File: src/rtl/nibble_serial_subtractor.sv
// Area-lean 16-bit subtractor: Diff = A - B - Bin, one NIB-bit slice per clock, LSB first.
// Start/done handshake; results registered on entry to DONE and held until the next result.
module nibble_serial_subtractor #(
    parameter int unsigned WIDTH = 16,
    parameter int unsigned NIB   = 4
) (
    input  logic             clk,
    input  logic             rst,
    input  logic             start,
    input  logic [WIDTH-1:0] A,
    input  logic [WIDTH-1:0] B,
    input  logic             Bin,
    output logic             busy,
    output logic             done,
    output logic [WIDTH-1:0] Diff,
    output logic             Borrow,
    output logic             Overflow
);

    localparam int unsigned NSTEPS = WIDTH / NIB;
    localparam int unsigned SW     = (NSTEPS > 1) ? $clog2(NSTEPS) : 1;
    localparam int unsigned NW     = NIB + 1;

    typedef enum logic [1:0] {
        IDLE = 2'd0,
        CALC = 2'd1,
        DONE = 2'd2
    } state_t;

    state_t           state;
    logic [WIDTH-1:0] a_sh;
    logic [WIDTH-1:0] b_sh;
    logic [WIDTH-1:0] res_sh;
    logic [SW-1:0]    step;
    logic             brw;

    logic [NW-1:0]    slice;
    logic [NIB-1:0]   low_slice;
    logic [WIDTH-1:0] res_next;

    // One subtract slice; the narrower slice exposes the borrow into the nibble MSB for overflow.
    always_comb begin
        slice     = {1'b0, a_sh[NIB-1:0]} - {1'b0, b_sh[NIB-1:0]} - NW'(brw);
        low_slice = {1'b0, a_sh[NIB-2:0]} - {1'b0, b_sh[NIB-2:0]} - NIB'(brw);
        res_next  = res_sh;
        res_next[int'(step) * int'(NIB) +: NIB] = slice[NIB-1:0];
    end

    always_ff @(posedge clk) begin
        if (rst) begin
            state    <= IDLE;
            busy     <= 1'b0;
            done     <= 1'b0;
            Diff     <= '0;
            Borrow   <= 1'b0;
            Overflow <= 1'b0;
            a_sh     <= '0;
            b_sh     <= '0;
            res_sh   <= '0;
            step     <= '0;
            brw      <= 1'b0;
        end else begin
            done <= 1'b0;
            case (state)
                IDLE, DONE: begin
                    busy <= 1'b0;
                    if (start) begin
                        a_sh   <= A;
                        b_sh   <= B;
                        brw    <= Bin;
                        res_sh <= '0;
                        step   <= '0;
                        busy   <= 1'b1;
                        state  <= CALC;
                    end else begin
                        state <= IDLE;
                    end
                end
                CALC: begin
                    a_sh   <= a_sh >> NIB;
                    b_sh   <= b_sh >> NIB;
                    res_sh <= res_next;
                    brw    <= slice[NIB];
                    step   <= step + SW'(1);
                    // Final slice: publish the full result together with the done pulse.
                    if (step == SW'(NSTEPS - 1)) begin
                        state    <= DONE;
                        busy     <= 1'b0;
                        done     <= 1'b1;
                        Diff     <= res_next;
                        Borrow   <= slice[NIB];
                        Overflow <= slice[NIB] ^ low_slice[NIB-1];
                    end
                end
                default: begin
                    state <= IDLE;
                    busy  <= 1'b0;
                end
            endcase
        end
    end

endmodule

File: config.mk
export PLATFORM = sky130hd
export DESIGN_NAME = nibble_serial_subtractor
export DESIGN_NICKNAME = d
export VERILOG_FILES = /design/src/rtl/nibble_serial_subtractor.sv
export SDC_FILE = /design/constraint.sdc
export NUM_CORES = 1
export LEC_CHECK = 0
export BUFFER_PORTS_ARGS = -buffer_cell sky130_fd_sc_hd__buf_2
export CELL_PAD_IN_SITES_DETAIL_PLACEMENT = 0
export CELL_PAD_IN_SITES_GLOBAL_PLACEMENT = 1
export CORE_AREA = 2 2 135 71
export DETAILED_ROUTE_END_ITERATION = 7
export DIE_AREA = 0 0 137 73
export PLACE_DENSITY_LB_ADDON = 0.08
export SETUP_SLACK_MARGIN = 0.02
export SYNTH_ARGS = -nofsm -noshare
export SYNTH_HDL_FRONTEND = slang
export SYNTH_SLANG_ARGS = --single-unit
export TNS_END_PERCENT = 20
File: constraint.sdc
create_clock -name clk -period 2.1 [get_ports clk]
set_clock_uncertainty 0.05 [all_clocks]
set_input_delay 0.42 -clock clk [delete_from_list [all_inputs] [get_ports clk]]
set_output_delay 0.42 -clock clk [all_outputs]
set_load 0.01 [all_outputs]
# Yosys cells after proc, flatten, opt, wreduce, memory -nomap -nowiden
# Index checks and enable logic that the tools add are counted.
[totals] ff_bits=73 input_bits=36 elab_cells=50
[classes] addsub=6 eq_ne=5 n_shift=2 n_mux=18 n_bitwise=2 n_reduce_logical=6
[op_table] op="16-bit case mux with 2 select lines" count=3
[op_table] op="16-bit two-way mux" count=3
[op_table] op="4-bit negator with 33-bit output" count=1
[op_table] op="4-bit by 33-bit variable shift with 16-bit output, first input constant" count=1
[op_table] op="4-bit by 33-bit variable part select with 16-bit output" count=1
[op_table] op="16-bit bitwise mux" count=1
[op_table] op="2-bit case mux with 2 select lines" count=2
[op_table] op="1-bit two-way mux" count=5
[op_table] op="4-bit by 4-bit subtractor with 5-bit output" count=1
[op_table] op="5-bit by 1-bit subtractor with 5-bit output" count=1
[op_table] op="2-bit == test, second input constant" count=2
[op_table] op="2-bit two-way mux" count=2
[op_table] op="2-bit inequality test, second input constant" count=2
[op_table] op="1-bit case mux with 2 select lines" count=2
[op_table] op="2-bit AND reduction" count=2
[op_table] op="2-bit OR reduction" count=2
[op_table] op="3-bit by 3-bit subtractor with 4-bit output" count=1
[op_table] op="4-bit by 1-bit subtractor with 4-bit output" count=1
[op_table] op="2-bit by 1-bit adder with 2-bit output, second input constant" count=1
[op_table] op="2-bit by 1-bit == test with 1-bit output, second input constant" count=1
[op_table] op="2-bit logical NOT" count=1
[op_table] op="2-bit nonzero test" count=1
[op_table] op="1-bit NOT" count=1
[op_table] op="1-bit bitwise XOR" count=1

# Longest topological paths before layout
[logic_depth] word_depth=5 ltp_mapped=8 depth_no_buf=8

# Least setup slack after synthesis
# Ideal clock, no wire load.
[synth_path] kind="register to register" startpoint="register a_sh[0]" endpoint="register Overflow" setup_ns=0.091 arrival_ns=2.183 required_ns=1.959 path_slack_ns=-0.224 stages_incl_launch_ff=8 path_cell_list="dfxtp_1 fa_1 inv_1 ha_1 o21a_1 or3_1 a211o_1 a311oi_1"
[synth_between] elab_chain_cells=3
[synth_rtl] item="from (decl)" line="31" source="logic [WIDTH-1:0] a_sh;"
[synth_rtl] item="from (signal assigned)" line="80" source="a_sh <= a_sh >> NIB;"
[synth_rtl] item="4-bit by 4-bit subtractor with 5-bit output or 3-bit by 3-bit subtractor with 4-bit output (tied branches)" line="43, 44"
[synth_rtl] item="5-bit by 1-bit subtractor with 5-bit output or 4-bit by 1-bit subtractor with 4-bit output (tied branches)" line="43, 44"
[synth_rtl] item="1-bit bitwise XOR *" line="92" source="Overflow <= slice[NIB] ^ low_slice[NIB-1];"
[synth_rtl] item="to (signal assigned)" line="92"
[synth_rtl] item="to (decl)" line="17" source="output logic Overflow"
# Every way passes the cells marked *; elsewhere a longest branch is shown, timed or not.
# A chain may end at the register's enable or synchronous reset.

# Worst setup path in the final report
[layout_path] startpoint="register brw" endpoint="register Overflow"
[layout_between] elab_chain_cells=2
[layout_rtl] item="from (decl)" line="35" source="logic brw;"
[layout_rtl] item="from (signal assigned)" line="70" source="brw <= Bin;"
[layout_rtl] item="from (signal assigned)" line="83" source="brw <= slice[NIB];"
[layout_rtl] item="5-bit by 1-bit subtractor with 5-bit output or 4-bit by 1-bit subtractor with 4-bit output (tied branches)" line="43, 44"
[layout_rtl] item="1-bit bitwise XOR *" line="92"
# Marks and branches as above.

==> impl_metrics.tcl <==
set metrics [dict create \
    yosys.cell_types.count 36 \
    avgRoutedWirePerCell_um 15.3 \
    crit_family "adder cells" \
    via_count 2853 \
    grt_max_degree 74 \
    syn_nets 411 \
    fmax_mhz 436 \
    worst_pin_slew_ns 0.706 \
    synthTopCellsByArea "dfxtp_1 46%, nor2_1 7.2%, ha_1 4.7%" \
    hold_buffers 0 \
    ys_warn_count 0 \
    status "finished with violations" \
    critPathKind "register to register" \
    synth_top_area_cell "dfxtp_1" \
    setup.worst_path.end_class "register" \
    numCtsBuffers 9 \
    start_util_pct 35.3 \
    tritoncts "built" \
    placed_area_um2 3680 \
    antenna_found_initial 0 \
    grt-ovfl-total 0 \
    crit_buf_inv 2 \
    hold_depth 3 \
    drive_gt1_share_pct 27.7 \
    totalWireLength_mm 8.42 \
    path_depth 8 \
    clock-sinks 73 \
    grt_pass1_vias 2549 \
    slew_headroom_pct 52.8 \
    power_density_nw_per_um2 912 \
    dp_hpwl_mm 5.85 \
    ys_seq_area_share_pct 45.9 \
    cts.path.max_buffers 2 \
    yosysTopAreaCellShare_pct 45.9 \
    dieArea_um2 10000 \
    max_stage_delay_ns 0.55 \
    netlist_area_um2 3180 \
    ys_ff_latch 73 \
    clk_latency_ns 0.33 \
    drc_errors 0 \
    portBuffers 55 \
    finalCriticalPeriod_ns 2.29 \
    gp_congestion 0.738 \
    syn_avg_cell_area_um2 8.79 \
    drtIter0Drc 139 \
    slew_viol_final 0 \
    row_count 25 \
    worstPathArrival_ns 2.49 \
    final_hold_viol_count 0 \
    die_h_um 73 \
    finalSetupViolCount 17 \
    io_pins 56 \
    cp_cell_sequence "inv_2 > fa_1 > inv_1 > ha_2 > o21a_4 > or3_4 > a211o_1 > a311oi_1" \
    dr.pass1.iters 4 \
    finalWorstSetupSlack_ns -0.193 \
    rsz0062_at_grt "yes" \
    startpoint_type "register" \
    coreArea_um2 9010 \
    vias_per_cell 5.18 \
    antenna_left 0 \
    final_util_pct 45.0 \
    cp_max_fo 7 \
    cts_root_buf "clkbuf_16" \
    leakage_uw 0.00161 \
    antennaDiodeCount 0 \
    fp.dieW_um 137 \
    hp-class "primary input to register" \
    netlist_instances 362 \
    synthToLayoutAreaGrowth_pct 27.5 \
    grt_pass1_wl_mm 13.5 \
    fin_nets 474 \
    cap_violations 0 \
    path_clk_slew_ns 0.05 \
    ir_drop_mv 0.423 \
    violations "setup timing" \
    slowest_stage "fa_1" \
    period_share_pct 109 \
    cp.required_ns 2.29 \
    r2r_cells 8 \
    htreeDepth 3 \
    track_usage_pct 18.1 \
    fin_area_um2 4050 \
]
[metal layers]
metal / wire length [µm] / vias up / global-route usage (%) / part of all wire (%)
met5: 0 / - / 0 / 0
met2: 3080 / 46 / 22.9 / 37
met4: 91 / 0 / 5.84 / 1.1
met3: 360 / 8 / 5.28 / 4.3
li1: - / 1447 / - / -
met1: 4890 / 1352 / 28.3 / 58
[synth_stat cells, drive strengths merged]
| cell type | count |
|---|---|
| a211o | 1 |
| nand2b | 9 |
| nor2 | 61 |
| a31oi | 2 |
| nor4b | 1 |
| nand2 | 6 |
| and2 | 3 |
| nand3 | 6 |
| o211ai | 2 |
| fa | 1 |
| a22oi | 17 |
| o21ba | 1 |
| clkbuf | 20 |
| dfxtp | 73 |
| a21oi | 24 |
| dlygate4sd1 | 1 |
| a311oi | 15 |
| o21a | 1 |
| a211oi | 15 |
| nor3 | 24 |
| xor2 | 2 |
| ha | 12 |
| and4bb | 1 |
| o221a | 1 |
| buf | 5 |
| inv | 11 |
| o21ai | 4 |
| nor2b | 14 |
| o22ai | 24 |
| or3 | 3 |
| or3b | 1 |
| o2111a | 1 |
[final timing paths]
path              startpoint        to  slack (ns)
hold / removal         A[12]  a_sh[12]        0.29
setup / recovery         brw  Overflow       -0.19
setup reg to reg         brw  Overflow       -0.19
hold reg to reg      a_sh[2]   a_sh[2]        0.42
[cell usage in the layout, fill, tap and decap left out, types with 13 or more instances in the layout]
master,Yosys,routed
a22oi_1,17,13
nor3_1,24,24
buf_2,1,55
a211oi_1,15,15
buf_4,1,22
a21oi_1,24,24
o22ai_1,24,24
nor2b_1,14,14
dfxtp_1,73,72
nor2_1,61,61
[where the power goes]
part | total, µW | internal, µW | switching, µW
Combinational | 762 | 330 | 432
Clock | 1420 | 858 | 561
Sequential | 1510 | 1470 | 46.8
[worst register-to-register path, cell delays in order (launching register included)]
cell and delay (ns):
dfxtp_2 0.33, inv_2 0.04, fa_1 0.55, inv_1 0.05
ha_2 0.17, o21a_4 0.22, or3_4 0.33, a211o_1 0.27
a311oi_1 0.20
[per-stage QoR]
step / worst slack, ns / instances / hold WS (ns) / power [µW] / TNS (ns)
after global routing: -0.292 / 551 / 0.298 / 3870 / -3.82
after global placement: -0.191 / 535 / 0.412 / 2240 / -1.61
after CTS: -0.205 / 551 / 0.279 / 3710 / -1.77
after floorplan: -0.110 / 362 / 0.396 / 1980 / -1.16
final: -0.193 / 551 / 0.289 / 3700 / -1.52
after detailed placement: -0.227 / 535 / 0.421 / 2250 / -2.30
[logic make-up after synthesis]
family                     count (synthesis)  share of synthesized area (%)
and+or+nand+nor                          129                           19.5
AOI/OAI and AO/OA                        108                           23.5
DFF                                       73                           45.9
buffers and inverters                     37                           5.15
adders and majority gates                 13                           5.35
xor gates and xnor gates                   2                          0.551
[state kept, by name, summed over array words and instances (netlist names)]
signal / count
b_sh: 16
Overflow: 1
Diff: 16
busy: 1
state: 2
res_sh: 16
a_sh: 16
step: 2
brw: 1
done: 1
Borrow: 1
[area by class of cell]
cell class,instances,area [µm²]
fillers,940,4950
multi-input cells,252,1660
flip-flops and latches,73,1460
repair buffers,78,460
clock buffers,13,260
well taps,121,151
inverters,11,41.3
clock inverters,3,15.0
[repair_timing]
action                                  4_1_cts  5_1_grt
gates resized for setup                       7       15
endpoints found under the setup margin       24       28
setup buffers                                 0        0
pin swaps                                     3        2
hold endpoints to repair                      0        0
Power figures use the tool's default switching activity.
